## config.mk

```make
export PLATFORM = sky130hd
export DESIGN_NAME = smu_pwr_seq
export DESIGN_NICKNAME = d
export VERILOG_FILES = /design/src/rtl/smu_pwr_seq.sv
export SDC_FILE = /design/constraint.sdc
export NUM_CORES = 1
export LEC_CHECK = 0
export CORE_MARGIN = 2
export CORE_UTILIZATION = 34
export CTS_CLUSTER_SIZE = 25
export DETAILED_ROUTE_END_ITERATION = 6
export PLACE_DENSITY_LB_ADDON = 0.2
export SYNTH_ARGS = -nofsm -noshare
export SYNTH_HDL_FRONTEND = slang
export SYNTH_SLANG_ARGS = --single-unit
export TNS_END_PERCENT = 30
```

## constraint.sdc

```tcl
create_clock -name pmu_smc_hclk -period 4.3 [get_ports pmu_smc_hclk]
set_input_delay 0.86 -clock pmu_smc_hclk [delete_from_list [all_inputs] [get_ports pmu_smc_hclk]]
set_output_delay 0.86 -clock pmu_smc_hclk [all_outputs]
set_load 0.02 [all_outputs]
```

## src/rtl/smu_pwr_seq.sv

```systemverilog
// Per-bank low-power sequencer for the SMU SRAM banks: idle-driven clock gating, retention entry,
// and wake-up with an AHB hready stall until the bank is usable again.
module smu_pwr_seq #(
  parameter int NBANK    = 4,
  parameter int CNT_W    = 16,
  parameter int RET_DLY  = 16,
  parameter int WAKE_CYC = 2
) (
  input  logic                 pmu_smc_hclk,
  input  logic                 pmu_smc_hrst_b,
  input  logic [NBANK-1:0]     sms_idle,
  input  logic [NBANK-1:0]     bank_hsel,
  input  logic [NBANK-1:0]     bank_htrans1,
  input  logic [NBANK-1:0]     sleep_en,
  input  logic [NBANK-1:0]     ret_en,
  input  logic [CNT_W-1:0]     idle_thresh,
  output logic [NBANK-1:0]     bank_clk_en,
  output logic [NBANK-1:0]     bank_ret,
  output logic [NBANK-1:0]     bank_hold,
  output logic [2*NBANK-1:0]   bank_state,
  output logic                 all_ret
);

  typedef enum logic [1:0] {
    ST_ACTIVE = 2'b00,
    ST_CG     = 2'b01,
    ST_RET    = 2'b10,
    ST_WAKE   = 2'b11
  } state_t;

  localparam logic [CNT_W:0] RET_DLY_C  = (CNT_W+1)'(RET_DLY);
  localparam logic [CNT_W:0] WAKE_CYC_C = (CNT_W+1)'(WAKE_CYC);

  logic [NBANK-1:0] req;
  logic [NBANK-1:0] qualify;
  logic             thresh_nz;

  assign req       = bank_hsel & bank_htrans1;
  assign thresh_nz = |idle_thresh;
  assign qualify   = sms_idle & ~req & sleep_en & {NBANK{thresh_nz}};

  for (genvar i = 0; i < NBANK; i++) begin : g_bank
    state_t           state_q;
    logic [CNT_W-1:0] cnt_q;
    logic [CNT_W:0]   cnt_inc;

    // One extra bit so threshold compares never alias on counter wrap.
    assign cnt_inc = {1'b0, cnt_q} + (CNT_W+1)'(1);

    always_ff @(posedge pmu_smc_hclk or negedge pmu_smc_hrst_b) begin
      if (!pmu_smc_hrst_b) begin
        state_q <= ST_ACTIVE;
        cnt_q   <= '0;
      end else begin
        case (state_q)
          ST_ACTIVE: begin
            if (!qualify[i]) begin
              cnt_q <= '0;
            end else if (cnt_inc == {1'b0, idle_thresh}) begin
              state_q <= ST_CG;
              cnt_q   <= '0;
            end else if (cnt_q != '1) begin
              cnt_q <= cnt_inc[CNT_W-1:0];
            end
          end
          ST_CG: begin
            if (req[i] || !sleep_en[i]) begin
              state_q <= ST_WAKE;
              cnt_q   <= '0;
            end else if (ret_en[i]) begin
              if (cnt_inc == RET_DLY_C) begin
                state_q <= ST_RET;
                cnt_q   <= '0;
              end else begin
                cnt_q <= cnt_inc[CNT_W-1:0];
              end
            end
          end
          ST_RET: begin
            if (req[i] || !sleep_en[i]) begin
              state_q <= ST_WAKE;
              cnt_q   <= '0;
            end
          end
          ST_WAKE: begin
            if (cnt_inc == WAKE_CYC_C) begin
              state_q <= ST_ACTIVE;
              cnt_q   <= '0;
            end else begin
              cnt_q <= cnt_inc[CNT_W-1:0];
            end
          end
        endcase
      end
    end

    assign bank_state[2*i +: 2] = state_q;
    assign bank_clk_en[i]       = (state_q == ST_ACTIVE) || (state_q == ST_WAKE);
    assign bank_ret[i]          = (state_q == ST_RET);
    // The request cycle itself is stalled so the master never samples a gated bank.
    assign bank_hold[i]         = (state_q == ST_WAKE) ||
                                  (((state_q == ST_CG) || (state_q == ST_RET)) && req[i]);
  end

  assign all_ret = &bank_ret;

endmodule

```

Word level (Yosys, flattened, before mapping)
Cells that the tools add are included.
W data, S select, Z words.

word-level totals
  bits in registers = 72
  bits in latches = 0
  RAM bits = 0
  ROM bits = 0
  bits of input ports = 38
  word-level logic and storage cells = 179
  memories kept = 0

operators by class
  add/sub/neg operators = 4
  $mul = 0
  div/mod/pow operators = 0
  $lt $le $gt $ge = 0
  equality and inequality tests = 56
  shifts and indexed selects = 0
  multiplexer cells = 68
  bitwise gates (word level) = 5
  reductions and logical operators = 38

operator list
  operator                 number
  $mux W16                 32
  $pmux W16 S4             4
  $add A16 B1 Y17 const B  4
  $eq A17 B16 Y1           4
  $eq A17 B2 Y1 const B    4
  $eq A17 B5 Y1 const B    4
  $ne A16 B16 Y1 const B   4
  $mux W2                  28
  $pmux W2 S4              4
  $ne A2 B2 Y1 const B     12
  $ne A3 B3 Y1 const B     8
  $reduce_and A6 Y1        4
  $and A4 B4 Y4            4
  $eq A2 B2 Y1 const B     8
  $logic_or A1 B1 Y1       16
  $ne A4 B4 Y1 const B     4
  $reduce_or A16 Y1        1
  $reduce_and A3 Y1        4
  $eq A2 B1 Y1 const B     4
  $logic_not A2 Y1         4
  $ne A2 B1 Y1 const B     4
  $logic_and A1 B1 Y1      4
  $logic_not A1 Y1         4
  $not A4 Y4               1
  $reduce_and A4 Y1        1

Longest topological paths before layout
Gate-level depths: netlist of the first run.

  depth after elaboration = 7
  depth in mapped cells = 12
  mapped depth without buffers = 10

Worst setup path after synthesis of the first run
Ideal clock, no wire load.

  path kind = in2reg
  start point = input port idle_thresh[2]
  end point = register g_bank[2].state_q[1]
  data arrival time = 3.046 ns
  required time = 4.169 ns
  slack = 1.123 ns
  stages on the path = 9
  buffers on the path = 1
  path through = clkbuf_1 -> xor2_1 -> xnor2_1 -> o2111ai_1 -> or4_1 -> a2111oi_2 -> a31oi_1 -> or3_1 -> mux2i_1

between the ends
  longest elaborated chain between the ends = 4
  elaborated cells between the ends (all ways) = 6
  those cells by class = 3 x eq/ne; 1 x bitwise; 2 x reduce/logical

ends and longest elaborated chain
  element                               line  source
  from (decl)                           16    input logic [CNT_W-1:0] idle_thresh,
  $reduce_or A16 Y1                     39    assign thresh_nz = |idle_thresh;
  $and A4 B4 Y4                         40    assign qualify = sms_idle & ~req & sleep_en & {NBANK{thresh_nz}};
  $ne A2 B2 Y1 (no source line)         -
  $reduce_and A6 Y1 (no source line) *  -
  to (signal assigned)                  52    state_q <= ST_ACTIVE;
  to (signal assigned)                  60    state_q <= ST_CG;
  to (signal assigned)                  68    state_q <= ST_WAKE;
  to (decl)                             43    state_t state_q;

Mark *: on every way between the ends. The rest lies on a longest branch, timed or not.
A chain may end at the register's enable or synchronous reset.

Worst setup path after layout of the first run
  start point = register g_bank[1].cnt_q[1]
  end point = register g_bank[1].cnt_q[14]

between the ends
  longest elaborated chain between the ends = 6
  elaborated cells between the ends (all ways) = 15
  those cells by class = 1 x add/sub; 5 x eq/ne; 8 x mux; 1 x reduce/logical

ends and longest elaborated chain
  element                 line  source
  from (decl)             44    logic [CNT_W-1:0] cnt_q;
  from (signal assigned)  63    cnt_q <= cnt_inc[CNT_W-1:0];
  from (signal assigned)  75    cnt_q <= cnt_inc[CNT_W-1:0];
  from (signal assigned)  90    cnt_q <= cnt_inc[CNT_W-1:0];
  $add A16 B1 Y17         48    assign cnt_inc = {1'b0, cnt_q} + (CNT_W+1)'(1);
  $eq A17 B5 Y1           71    if (cnt_inc == RET_DLY_C) begin
  $mux W16                71
  $mux W16                70    end else if (ret_en[i]) begin
  $mux W16                67    if (req[i] || !sleep_en[i]) begin
  $pmux W16 S4            55    case (state_q)

Several ways; a longest one is shown, not always the timed one. The select of a mux whose other input is x is not followed.

==> results.md, run 1 <==
- Data on the critical path arrives at its endpoint at 3950 ps.
- For this configuration, the core starts out at a cell density of 0.347.
- The die is 154 um wide.
- Counting flops with a built-in enable in the synthesized netlist gives 0.
- The floorplan step defined a die boundary enclosing 23600 um^2.
- The relative max-transition margin is 0.406.
- The final-report max-slew violation count is 0.
- The buffer levels on the longest clock path is 2.
- In this run the vertical extent of the chip is 154 um.
- Based on the critical path, the design can be clocked at up to 270 MHz.
- The via count of the first global-routing pass is 7224.
- The ratio of cells with drive above 1 in the final layout is 0.0911.
- The worst setup path is captured at a register.
- The number of distinct standard cells referenced by the synthesized netlist is 87.
- The pin count of the biggest net entering global routing is 48.
- The startpoint class of the critical path is a register.
- The layout overhead on the synthesized area is 14.6%.
- The post-synthesis instance total is 964.
- In the routed layout, each cell is associated on average with a via count of 5.99.
- The total negative slack is 0 ps.
- The number of setup buffers added after CTS is 0.
- The detail route stage leaves a number of antenna-violating nets equal to 0.
- At the pin with the least slew margin, the transition time is 883 ps.
- The tree built by TritonCTS fans out to 72 sinks.
- The total inserted antenna cells is 0.
- The flow ran to the end, and the final reports show no timing, DRC or antenna violations.
- The power density over cell area is 399 nW/um^2.
- In the finished design, the share of the clock period the worst path needs comes to 0.862.
- The final worst setup slack is 595 ps.
- In the global route stage, overall resource usage came out at 0.213.
- For this run, the post-layout net count is 1050.
- Across the routed clock network, the largest skew measured is 11.8 ps.
- The final HPWL from detailed placement is 18700 um.
- Sorting the synthesized cells by area gives the leading types as sky130_fd_sc_hd__dfrtp_1 (24%), sky130_fd_sc_hd__xnor2_1 (7.5%), sky130_fd_sc_hd__ha_1 (4.8%), sky130_fd_sc_hd__o21ai_0 (3.8%), sky130_fd_sc_hd__nand2_1 (3.3%).
- The clock root buffer master is sky130_fd_sc_hd__clkbuf_16.
- The pre-antenna-repair detailed-routing pass consisted of 7 iterations.
- Buffers placed on the I/O ports in this run total 58.
- The total of warnings raised by yosys is 0.
- The count of state elements after synthesis is 72.
- Summing all non-filler instances in the final layout gives an area of 8720 um^2.
- The number of CTS-inserted buffers is 9.
- After floorplanning, the core was sized to cover 21900 um^2.
- The number of antenna violations at the first check in global routing was 1.
- The worst hold path belongs to the class primary input to async pin.
- The number of inserted filler cells in the final layout is 2313.
- The total number of vias is 7591.
- Among all flip-flop cells after synthesis, the most frequent one is sky130_fd_sc_hd__dfrtp_1.
- Measured on the finished design, the core utilization comes to 0.398.
- Gates resized during post-CTS repair numbered 0.
- The time the worst path needs with I/O delays and setup is 3700 ps.
- The total power is 0.00347 W.
- After floorplanning, the core was divided into 54 placement rows.
- The tool flagged a number of max-cap violations equal to 0.
- The synthesized area divided by synthesized cell count is 7.89 um^2.
- The area used by sequential logic in the layout is 1800 um^2.
- Counting every net in the synthesized netlist gives 1031.
- The number of hold violations in the final report came to 0.
- The number of ports placed on the die boundary is 59.
- In the routed design, unresolved DRC markers number 0.
- The final weighted congestion of routability-driven global placement is 0.899.
- After synthesis the cells add up to 7610 um^2.
- The first global-routing pass estimated 40600 um of wire.
- The share of the synthesized area in the top cell type is 0.237.
- In this run the worst path has a maximum fanout of 14.
- The clock reaches the later pin of the worst-skew pair after 360 ps.
- After detailed placement, the total cell area comes to 8440 um^2.
- The share of the Yosys chip area taken by registers is 0.237.
- Summed over all instances, the cell type with the most area after synthesis is sky130_fd_sc_hd__dfrtp_1.
- The routed length per instance is 19.7 um.
- The worst ir drop on vdd is 0.000357 V.
- The count of hold buffers inserted by post-cts repair is 0.
- The clock tree synthesis step divided the H-tree into 3 levels.
- TritonCTS built the clock tree.
- Of all flip-flops after synthesis, the portion carrying an async set or reset was 1.00.
- After detailed routing, the total wire length is 25000 um.
- In the final layout, the multi-input gates occupy 5240 um^2.
- For this block, the initial DRC count from the detailed router was 843.
- Timing analysis after detailed placement gives a worst setup slack of 359 ps.
- The clock-pin slew reported for the worst setup and hold paths after clock tree synthesis is 70 ps.
- The global route total overflow is 0.
- Setup repair after global routing left no endpoint under its margin.
- The leakage power is 3.27 nW.
- Data on the critical path is required at its endpoint by 4540 ps.
- The setup-violating endpoint count in the final report is 0.
- The path type of the worst setup path is register to register.
[path summary, 6_finish.rpt]
kind / start / endpoint / slack [ps] / cells past startpoint
worst min-delay path: pmu_smc_hrst_b / g_bank[1].cnt_q[0] / 540 / 1
max in group asynchronous: pmu_smc_hrst_b / g_bank[2].cnt_q[14] / 2920 / 2
worst min register to register: g_bank[0].state_q[1] / g_bank[0].state_q[1] / 610 / 2
min in group pmu_smc_hclk: g_bank[0].state_q[1] / g_bank[0].state_q[1] / 610 / 2
worst max register to register: g_bank[1].cnt_q[1] / g_bank[1].cnt_q[14] / 600 / 10
worst max-delay path: g_bank[1].cnt_q[1] / g_bank[1].cnt_q[14] / 600 / 10
[per-layer routing]
metal | GRT usage | share of wire | up-vias
met5 | 0 | 0 | -
met4 | 0.0472 | 0.019 | 0
met2 | 0.339 | 0.46 | 278
met3 | 0.0445 | 0.066 | 38
li1 | - | - | 3621
met1 | 0.299 | 0.46 | 3654
[registers in the layout (all words and copies together) (netlist names)]
| register | count |
|---|---|
| g_bank.cnt_q | 64 |
| g_bank.state_q | 8 |
[cell type report]
| class | count | share of cell area |
|---|---|---|
| timing repair buffer | 99 | 0.102 |
| tap | 280 | 0.0402 |
| inverter | 42 | 0.0181 |
| multi-input combinational | 759 | 0.601 |
| sequential | 72 | 0.207 |
| clock inverter | 2 | 0.00158 |
| clock buffer | 14 | 0.0303 |
[placed cells by master (no fill, tap or decap), drive strengths merged, types with 13 or more instances in the layout]
cell           count
dfrtp             72
nand2             66
xnor2             65
o21ai             62
clkdlybuf4s50     57
nor2              53
nand3             49
inv               42
buf               42
nor3              35
ha                29
nor4              29
nand4             29
xor2              25
a21oi             20
o22ai             20
and3              19
a22o              17
clkbuf            14
o31ai             13
o211ai            13
nor2b             13
[synth_stat cells (4+ instances only)]
cell type                   instances
sky130_fd_sc_hd__a211o_1            4
sky130_fd_sc_hd__a211oi_1           5
sky130_fd_sc_hd__a21boi_0           6
sky130_fd_sc_hd__a21o_1            10
sky130_fd_sc_hd__a21oi_1           19
sky130_fd_sc_hd__a22o_1            17
sky130_fd_sc_hd__a22oi_1            4
sky130_fd_sc_hd__a31o_2             8
sky130_fd_sc_hd__a31oi_1           11
sky130_fd_sc_hd__a41oi_1            5
sky130_fd_sc_hd__and2_1            10
sky130_fd_sc_hd__and3_1            19
sky130_fd_sc_hd__and4_1            10
sky130_fd_sc_hd__buf_1              8
sky130_fd_sc_hd__buf_2             29
sky130_fd_sc_hd__clkbuf_1          49
sky130_fd_sc_hd__dfrtp_1           72
sky130_fd_sc_hd__ha_1              29
sky130_fd_sc_hd__inv_1             42
sky130_fd_sc_hd__mux2i_1            5
sky130_fd_sc_hd__nand2_1           66
sky130_fd_sc_hd__nand2b_1          12
sky130_fd_sc_hd__nand3_1           48
sky130_fd_sc_hd__nand3b_1           5
sky130_fd_sc_hd__nand4_1           25
sky130_fd_sc_hd__nor2_1            51
sky130_fd_sc_hd__nor2b_1           13
sky130_fd_sc_hd__nor3_1            33
sky130_fd_sc_hd__nor3b_1            4
sky130_fd_sc_hd__nor4_1            27
sky130_fd_sc_hd__o2111ai_1          5
sky130_fd_sc_hd__o211ai_1          13
sky130_fd_sc_hd__o21a_1             7
sky130_fd_sc_hd__o21ai_0           57
sky130_fd_sc_hd__o21ai_1            4
sky130_fd_sc_hd__o221ai_1          10
sky130_fd_sc_hd__o22ai_1           19
sky130_fd_sc_hd__o31ai_1           13
sky130_fd_sc_hd__or3_1             12
sky130_fd_sc_hd__or4_1              9
sky130_fd_sc_hd__xnor2_1           65
sky130_fd_sc_hd__xor2_1            25
[critical path, stage by stage, from the launching register on]
cell	delay (ps)
sky130_fd_sc_hd__dfrtp_1	450
sky130_fd_sc_hd__ha_1	390
sky130_fd_sc_hd__nand4_2	320
sky130_fd_sc_hd__or4_1	580
sky130_fd_sc_hd__a32o_1	220
sky130_fd_sc_hd__a211o_1	270
sky130_fd_sc_hd__o41ai_2	460
sky130_fd_sc_hd__a2bb2oi_2	300
sky130_fd_sc_hd__buf_4	260
sky130_fd_sc_hd__o21ai_0	100
sky130_fd_sc_hd__a22o_1	240
[kinds of logic (layout without fill, tap and decap cells)]
family,after synthesis,in the layout,synth area share
flip-flops,72,72,0.237
AO/OA/AOI/OAI,263,263,0.249
adder cells (fa/ha/maj),29,29,0.0477
XOR/XNOR,93,93,0.113
multiplexers,8,8,0.0110
AND/OR/NAND/NOR,366,366,0.269
buffers and inverters,133,157,0.0739
[where the power goes]
part	leakage, nW	switching, W	total (W)	internal [W]
logic	2.15	0.00109	0.00188	0.000789
registers	0.985	0.000105	0.000851	0.000746
clock network	0.137	0.000323	0.000746	0.000424
[per-stage QoR]
| step | hold slack [ps] | cells |
|---|---|---|
| 5_1_grt | 598 | 1268 |
| 3_3_place_gp | 594 | 1252 |
| 6_report | 540 | 1268 |
| 3_5_place_dp | 600 | 1252 |
| 2_1_floorplan | 519 | 964 |
| 4_1_cts | 561 | 1268 |
Note: power is estimated with default switching activity, not from simulation.
==> inputs of run 2 (changes only) <==
--- a/config.mk
+++ b/config.mk
@@ -9,7 +9,8 @@
 export CORE_UTILIZATION = 34
 export CTS_CLUSTER_SIZE = 25
 export DETAILED_ROUTE_END_ITERATION = 6
-export PLACE_DENSITY_LB_ADDON = 0.2
+export GPL_TIMING_DRIVEN = 0
+export PLACE_DENSITY = 0.55
 export SYNTH_ARGS = -nofsm -noshare
 export SYNTH_HDL_FRONTEND = slang
 export SYNTH_SLANG_ARGS = --single-unit
==> constraint.sdc (replaced) <==
create_clock -name pmu_smc_hclk -period 4 [get_ports pmu_smc_hclk]
set_input_delay 0.8 -clock pmu_smc_hclk [delete_from_list [all_inputs] [get_ports pmu_smc_hclk]]
set_output_delay 0.8 -clock pmu_smc_hclk [all_outputs]
set_load 0.02 [all_outputs]
==> run 2 against run 1 <==
Net effect:
- via count up 0.83%
- clock power up 12%
- sequential share of layout area down 0.056 points
- clock-buffer cell count down 3
- first-iteration DRC count down 2.1%
- routed wire length up 1.2%
- sequential power up 7.2%
- critical path depth unchanged
- final cell count up 2.8%
- register-to-register slack worse by 420 ps
- hold slack worse by 190 ps
- core utilization up 0.11 points
- largest power group unchanged
==> results.md, run 2 (synthesized netlist as in run 1, its figures left out) <==
- Setup repair after global routing could not meet its margin everywhere.
- The standard cell core area is 21900 um^2.
- The relative max-transition margin is 0.390.
- Counting along the longest clock path gives a buffer depth of 2.
- The ratio of final minimum period to clock period is 0.956.
- The register with the most flip-flops in the layout has 64 of them.
- Port buffering added 42 buffers.
- The number of antenna-violating nets in the routed design is 0.
- The power density over cell area is 435 nW/um^2.
- The mean number of vias per cell is 5.87.
- The analysis attributes to net switching a power of 0.00166 W.
- Across all register-to-register paths, the minimum setup slack is 180 ps.
- For this configuration, the core starts out at a cell density of 0.347.
- In this run the worst path has a maximum fanout of 10.
- Clock tree synthesis inserted a total of 9 buffers.
- The share of total power dissipated in combinational logic is 0.539.
- The clock-pin slew reported for the worst setup and hold paths after clock tree synthesis is 60 ps.
- The final weighted congestion of routability-driven global placement is 0.885.
- For this run, the slowest stage of the critical path takes 550 ps.
- The number of optimization iterations in the first detailed-route pass is 6.
- The routed length per instance is 19.4 um.
- 0 antenna diodes ended up in the layout.
- The die is 154 um wide.
- The final hold slack is 352 ps.
- The tree is rooted in a sky130_fd_sc_hd__clkbuf_16.
- The share of total power consumed by net switching is 0.437.
- Summed over all layers, the routed wires come to 25300 um.
- The die is 154 um tall.
- Ranked by flip-flop count, first place goes to g_bank.cnt_q.
- Counting both buffers and inverters, the worst setup path holds a total of 1.
- The number of hold violations in the final report is 0.
- Among all stages on the critical path, the largest delay is contributed by sky130_fd_sc_hd__a2111oi_2.
- The clock arrives with 7.31 ps of skew.
- Counting the fill cells in the layout gives 2294.
- The setup-violating endpoint count in the final report is 0.
- The CTS tree is done.
- The via count of the first global-routing pass was 7175.
- In the final layout, the multi-input gates occupy 5270 um^2.
- Across the run, the number of max-cap violations was 0.
- The min-delay analysis places its worst path in the category primary input to async pin.
- The number of antenna violations at the first check in global routing is 0.
- The final-report max-slew violation count is 0.
- Traced cell by cell, the critical path runs through ha_1 > clkbuf_1 > nand3_1 > nor4_4 > nand3_1 > xnor2_1 > a2111oi_2 > a21oi_2 > nor2_1 > o22ai_1.
- The largest registers in the layout are g_bank.cnt_q (64), g_bank.state_q (8).
- At the end of the flow, the number of nets in the layout was 1086.
- The global-route wire length before repair is 40200 um.
- The worst ir drop on vdd is 0.000415 V.
- The path type of the worst setup path is register to register.
- The category of cells accounting for the largest share of critical-path delay is simple AND/OR/NAND/NOR gates.
- The total power is 0.00380 W.
- Entering global routing, the biggest net connects 51 pins.
- In the final layout, the share of cells above drive strength 1 is 0.0870.
- The most numerous cell type found on the critical path is sky130_fd_sc_hd__nand3_1.
- Of the total power, the clock network draws 0.221.
- The number of sinks handled by clock tree synthesis is 72.
- The detailed-route DRC error count is 0.
- The maximum clock frequency is 262 MHz.
- The cell internal power dissipation is 0.00214 W.
- The run finished with clean final reports.
- The global route total overflow is 0.
- The wire-length estimate of the detail-placed layout is 18200 um.
- Subtracting the final worst setup slack from the clock period gives 3820 ps.
- In the layout the commonest cells are sky130_fd_sc_hd__dfrtp_1 (72), sky130_fd_sc_hd__nand2_1 (66), sky130_fd_sc_hd__xnor2_1 (65).
- In this run the count of I/O pins placed on the die edge is 59.
- The floorplan row count is 54.
- STA classifies the critical path startpoint as a register.
- The clock latency reported for the late side of the worst-skew pair is 350 ps.
- The total negative slack is 0 ps.
- The sequential fraction of design power is 0.240.
- The worst register-to-register path has a depth of 10.
- The startpoint identified for the worst register-to-register timing path is g_bank[2].cnt_q[0].
- The transition time of the tightest slew-check pin is 906 ps.
- Across all layers, the routed design uses 7654 vias.
- The global routing usage summed across all routing layers is 0.212.
- The signal arrival time at the worst endpoint is 4030 ps.
- The overall die area is 23600 um^2.
- The layout overhead on the synthesized area is 14.9%.
- The end of the worst register-to-register path is g_bank[2].cnt_q[9].
- In this run the static leakage power is 3.31 nW.
- In this run, the number of DRC markers left after iteration 0 of detailed routing was 825.
- The area used by sequential logic in the layout is 1800 um^2.
- The most common cell after layout, fill and taps aside is sky130_fd_sc_hd__dfrtp_1.
- The worst setup path is captured at a register.
- The number of levels the H-tree was split into is 3.
- The core occupancy in the finished layout is 0.399.
- The critical path required time is 4210 ps.
run 2: what timing repair did:
action | in CTS | in global routing
hold buffers | 0 | 0
endpoints found under the setup margin | 8 | 30
gates resized for setup | 2 | 5
pin swaps | 0 | 1
buffers inserted | 0 | 1
run 2: worst max-delay path by stage:
stage / startpoint / to / slack (ps) / cells after the start
4_1_cts: g_bank[2].cnt_q[0] / g_bank[2].cnt_q[11] / 110 / 10
2_1_floorplan: g_bank[1].cnt_q[0] / g_bank[1].cnt_q[4] / 860 / 11
6_report: g_bank[2].cnt_q[0] / g_bank[2].cnt_q[9] / 180 / 10
3_5_place_dp: g_bank[2].cnt_q[0] / g_bank[2].cnt_q[11] / -140 / 10
3_3_place_gp: pmu_smc_hrst_b / g_bank[0].cnt_q[4] / -830 / 1
5_1_grt: g_bank[2].cnt_q[0] / g_bank[2].cnt_q[11] / -40 / 10
run 2: through the flow:
step | worst slack (ps) | cells | cell area, um^2
6_report | 177 | 1303 | 8740
5_1_grt | -38.2 | 1303 | 8740
4_1_cts | 106 | 1302 | 8700
3_5_place_dp | -142 | 1287 | 8400
3_3_place_gp | -835 | 1286 | 8380
2_1_floorplan | 855 | 964 | 7610
run 2: final cells by class:
cell class | instances | share of cell area
clock inverters | 4 | 0.00515
plain buffers | 91 | 0.0464
flip-flops and latches | 72 | 0.206
inverters | 42 | 0.0180
well taps | 280 | 0.0401
multi-input cells | 759 | 0.603
repair buffers | 44 | 0.0533
clock buffers | 11 | 0.0278
run 2: per-layer routing:
layer  track usage  share of wire  up-vias
li1              -              -     3702
met2         0.339           0.45      270
met4        0.0494          0.018        0
met5             0              0        -
met1         0.300           0.48     3651
met3        0.0364          0.054       31
run 2: power by group through the flow:
stage	logic, W	registers, W	clock network [W]
after floorplan	0.00124	0.000949	0
after global placement	0.00197	0.000927	0
after detailed placement	0.00198	0.000923	0
after CTS	0.00199	0.000911	0.000857
after global routing	0.00224	0.000931	0.000881
final	0.00205	0.000912	0.000838
==> inputs of run 3 (changes only) <==
--- a/config.mk
+++ b/config.mk
@@ -5,12 +5,10 @@
 export SDC_FILE = /design/constraint.sdc
 export NUM_CORES = 1
 export LEC_CHECK = 0
-export CORE_MARGIN = 2
 export CORE_UTILIZATION = 34
 export CTS_CLUSTER_SIZE = 25
 export DETAILED_ROUTE_END_ITERATION = 6
 export GPL_TIMING_DRIVEN = 0
-export PLACE_DENSITY = 0.55
 export SYNTH_ARGS = -nofsm -noshare
 export SYNTH_HDL_FRONTEND = slang
 export SYNTH_SLANG_ARGS = --single-unit
==> run 3 against run 2 <==
Net effect:
- design area increased by 0.26%
- routed wire length down 3.3%
- die area is 2.6% lower
- worst setup slack improved by 86 ps
- first-iteration DRC count increased by 5.2%
- fmax increased by 2.3%
- via count rose by 0.93%
- final cell count is the same
- sequential share of layout area down 0.053 points
- combinational power down 2%
- critical endpoint is now g_bank[2].cnt_q[1]
==> results.md, run 3 (synthesized netlist as in run 1, its figures left out) <==
- The ratio of cells with drive above 1 in the final layout is 0.0899.
- In the layout the commonest cells are sky130_fd_sc_hd__dfrtp_1 (72), sky130_fd_sc_hd__nand2_1 (66), sky130_fd_sc_hd__xnor2_1 (65).
- The critical path capture point type is a register.
- Across the VDD grid, the largest voltage drop is 0.000480 V.
- The max capacitance violation total is 0.
- The most common cell after layout, fill and taps aside is sky130_fd_sc_hd__dfrtp_1.
- g_bank.cnt_q holds more flip-flops than any other register.
- The floorplan row count is 54.
- After the flow finishes, the layout carries non-filler instances totaling 1303.
- Setup repair after global routing left no endpoint under its margin.
- The instance count after placement with tap cells included is 1287.
- The mean number of vias per cell is 5.93.
- The critical path required time is 4200 ps.
- The total number of vias is 7725.
- The width of the die is 152 um.
- The largest fanout on the critical path is 10.
- The final-report max-slew violation count was 0.
- The clock reaches the later pin of the worst-skew pair after 360 ps.
- Across the routed clock network, the largest skew measured is 8.94 ps.
- The worst hold path belongs to the class primary input to async pin.
- The initial utilization of the core area, before any placement, comes to 0.347.
- Routability-driven placement finished with a final weighted congestion of 0.956.
- The first global-routing pass estimated 39000 um of wire.
- The sequential fraction of design power is 0.241.
- The share of total power dissipated in combinational logic is 0.530.
- The CTS tree is done.
- Summed over all layers, the global routing overflow is 0.
- The layer flagged by global routing as most heavily used is met2.
- The time the worst path needs with I/O delays and setup is 3740 ps.
- The setup-violating endpoint count in the final report is 0.
- The detailed-route DRC error count is 0.
- The transition time of the tightest slew-check pin is 869 ps.
- The clock-pin slew reported for the worst setup and hold paths after clock tree synthesis is 70 ps.
- The root buffer cell chosen for the clock tree is sky130_fd_sc_hd__clkbuf_16.
- The floorplan step set the die height to 152 um.
- The number of antenna violations at the first check in global routing is 0.
- The number of CTS-inserted buffers is 9.
- No sink is reached through more buffers than the 2 on the longest clock path.
- The portion of total power attributed to the clock network is 0.229.
- The power density over cell area is 431 nW/um^2.
- The tightest hold path in the finished design has a slack of 359 ps.
- The count of hold buffers inserted by post-cts repair is 0.
- The leakage power is 3.31 nW.
- The final worst setup slack is 262 ps.
- At the end of the flow, the number of nets in the layout was 1085.
- The largest registers in the layout are g_bank.cnt_q (64), g_bank.state_q (8).
- Fill cells in the final layout number 2300.
- The met1 demand-to-capacity share in global routing is 0.304.
- The floorplan step defined a die boundary enclosing 23000 um^2.
- Summing all placed instances gives a cell area of 8400 um^2.
- The via count of the first global-routing pass came to 7051.
- The ratio of final minimum period to clock period is 0.934.
- The met2 layer usage reported by global route is 0.352.
- The design area is 8760 um^2.
- The met3 routing resource usage after global routing is 0.0293.
- The maximum clock frequency is 268 MHz.
- The number of ports placed on the die boundary is 59.
- OpenSTA, run right after detailed placement, puts the worst setup slack at 8.53 ps.
- The routed length per instance is 18.8 um.
- The number of hold violations in the final report is 0.
- The flow ran to the end, and the final reports show no timing, DRC or antenna violations.
- Once detailed placement completed, the half-perimeter wirelength came to 17700 um.
- For this block, the routed nets add up to 24500 um of wire.
- The flip-flop count of the largest register after layout is 64.
- The standard cell core area is 21900 um^2.
- The global routing usage summed across all routing layers is 0.221.
- In this run, the number of DRC markers left after iteration 0 of detailed routing was 868.
- The critical path in this run is classified as register to register.
- The number of levels the H-tree was split into is 3.
- STA classifies the critical path startpoint as a register.
- The signal arrival time at the worst endpoint is 3940 ps.
- The setup slack on the worst flop-to-flop path is 260 ps.
- The cell internal power dissipation is 0.00211 W.
- Of the total power, the share spent switching nets is 0.442.
- The pin count of the biggest net entering global routing is 50.
- Buffers placed on the I/O ports in this run total 42.
- The number of antenna-violating nets in the routed design is 0.
- Measured against its own limit, the worst slew margin works out to 0.415.
- Relative to the synthesized area, the layout overhead comes to 15.2%.
- The number of sinks handled by clock tree synthesis is 72.
- The net switching power of the design is 0.00167 W.
- The total inserted antenna cells is 0.
- The number of optimization iterations in the first detailed-route pass is 5.
-- run 3: cell count changes in the layout (fill, tap and decap cells not counted), sizes merged --
cell,previous run,this run
clkinv,3,2
clkinvlp,0,1
buf,45,44
clkbuf,60,58
inv,42,45
-- run 3: layout make-up --
type / instances / area, um^2 / share of cell area
buffer: 91 / 404 / 0.0461
clock buffer: 9 / 225 / 0.0257
clock inverter: 7 / 77.6 / 0.00885
inverter: 42 / 158 / 0.0180
multi-input combinational: 759 / 5300 / 0.605
sequential: 72 / 1800 / 0.206
tap: 280 / 350 / 0.0400
timing repair buffer: 43 / 445 / 0.0508
-- run 3: worst paths after layout --
path / depth (start not counted) / from / end
worst max-delay path: 11 / g_bank[2].cnt_q[0] / g_bank[2].cnt_q[1]
worst min-delay path: 1 / pmu_smc_hrst_b / g_bank[3].cnt_q[10]
worst max register to register: 11 / g_bank[2].cnt_q[0] / g_bank[2].cnt_q[1]
worst min register to register: 2 / g_bank[0].state_q[1] / g_bank[0].state_q[1]
max in group asynchronous: 2 / pmu_smc_hrst_b / g_bank[2].cnt_q[7]
min in group pmu_smc_hclk: 2 / g_bank[0].state_q[1] / g_bank[0].state_q[1]
-- run 3: power by group through the flow --
| stage | logic [W] | registers, W | clock network (W) |
|---|---|---|---|
| 2_1_floorplan | 0.00124 | 0.000949 | 0 |
| 3_3_place_gp | 0.00195 | 0.000923 | 0 |
| 3_5_place_dp | 0.00195 | 0.000920 | 0 |
| 4_1_cts | 0.00196 | 0.000909 | 0.000890 |
| 5_1_grt | 0.00217 | 0.000924 | 0.000915 |
| 6_report | 0.00200 | 0.000911 | 0.000866 |
-- run 3: per-layer routing --
layer  wire length [um]  up-vias  share of wire
li1                   -     3715              -
met1              11300     3707           0.46
met5                  0        -              0
met2              11300      262           0.46
met4                656        0          0.027
met3               1240       41          0.050
-- run 3: repair_timing --
item                       in CTS  in global routing
gates resized for setup         1                  9
setup endpoints to repair       1                 26
gates cloned                    0                  0
setup buffers                   0                  0
-- run 3: per-stage QoR --
stage           util  setup TNS [ps]  total power, W
6_report       0.400               0         0.00378
5_1_grt        0.400               0         0.00401
4_1_cts        0.398               0         0.00376
3_5_place_dp   0.384               0         0.00287
3_3_place_gp   0.383          -58080         0.00288
2_1_floorplan      -               0         0.00219
-- run 3: critical path, cell delays in order (launching register included) --
cell	delay [ps]
sky130_fd_sc_hd__dfrtp_1	530
sky130_fd_sc_hd__ha_1	200
sky130_fd_sc_hd__clkbuf_1	300
sky130_fd_sc_hd__nand3_1	240
sky130_fd_sc_hd__clkbuf_1	300
sky130_fd_sc_hd__nor3_1	390
sky130_fd_sc_hd__xor3_1	280
sky130_fd_sc_hd__a211o_1	260
sky130_fd_sc_hd__nor3_2	280
sky130_fd_sc_hd__a21oi_2	260
sky130_fd_sc_hd__nor2_1	400
sky130_fd_sc_hd__o31ai_1	130
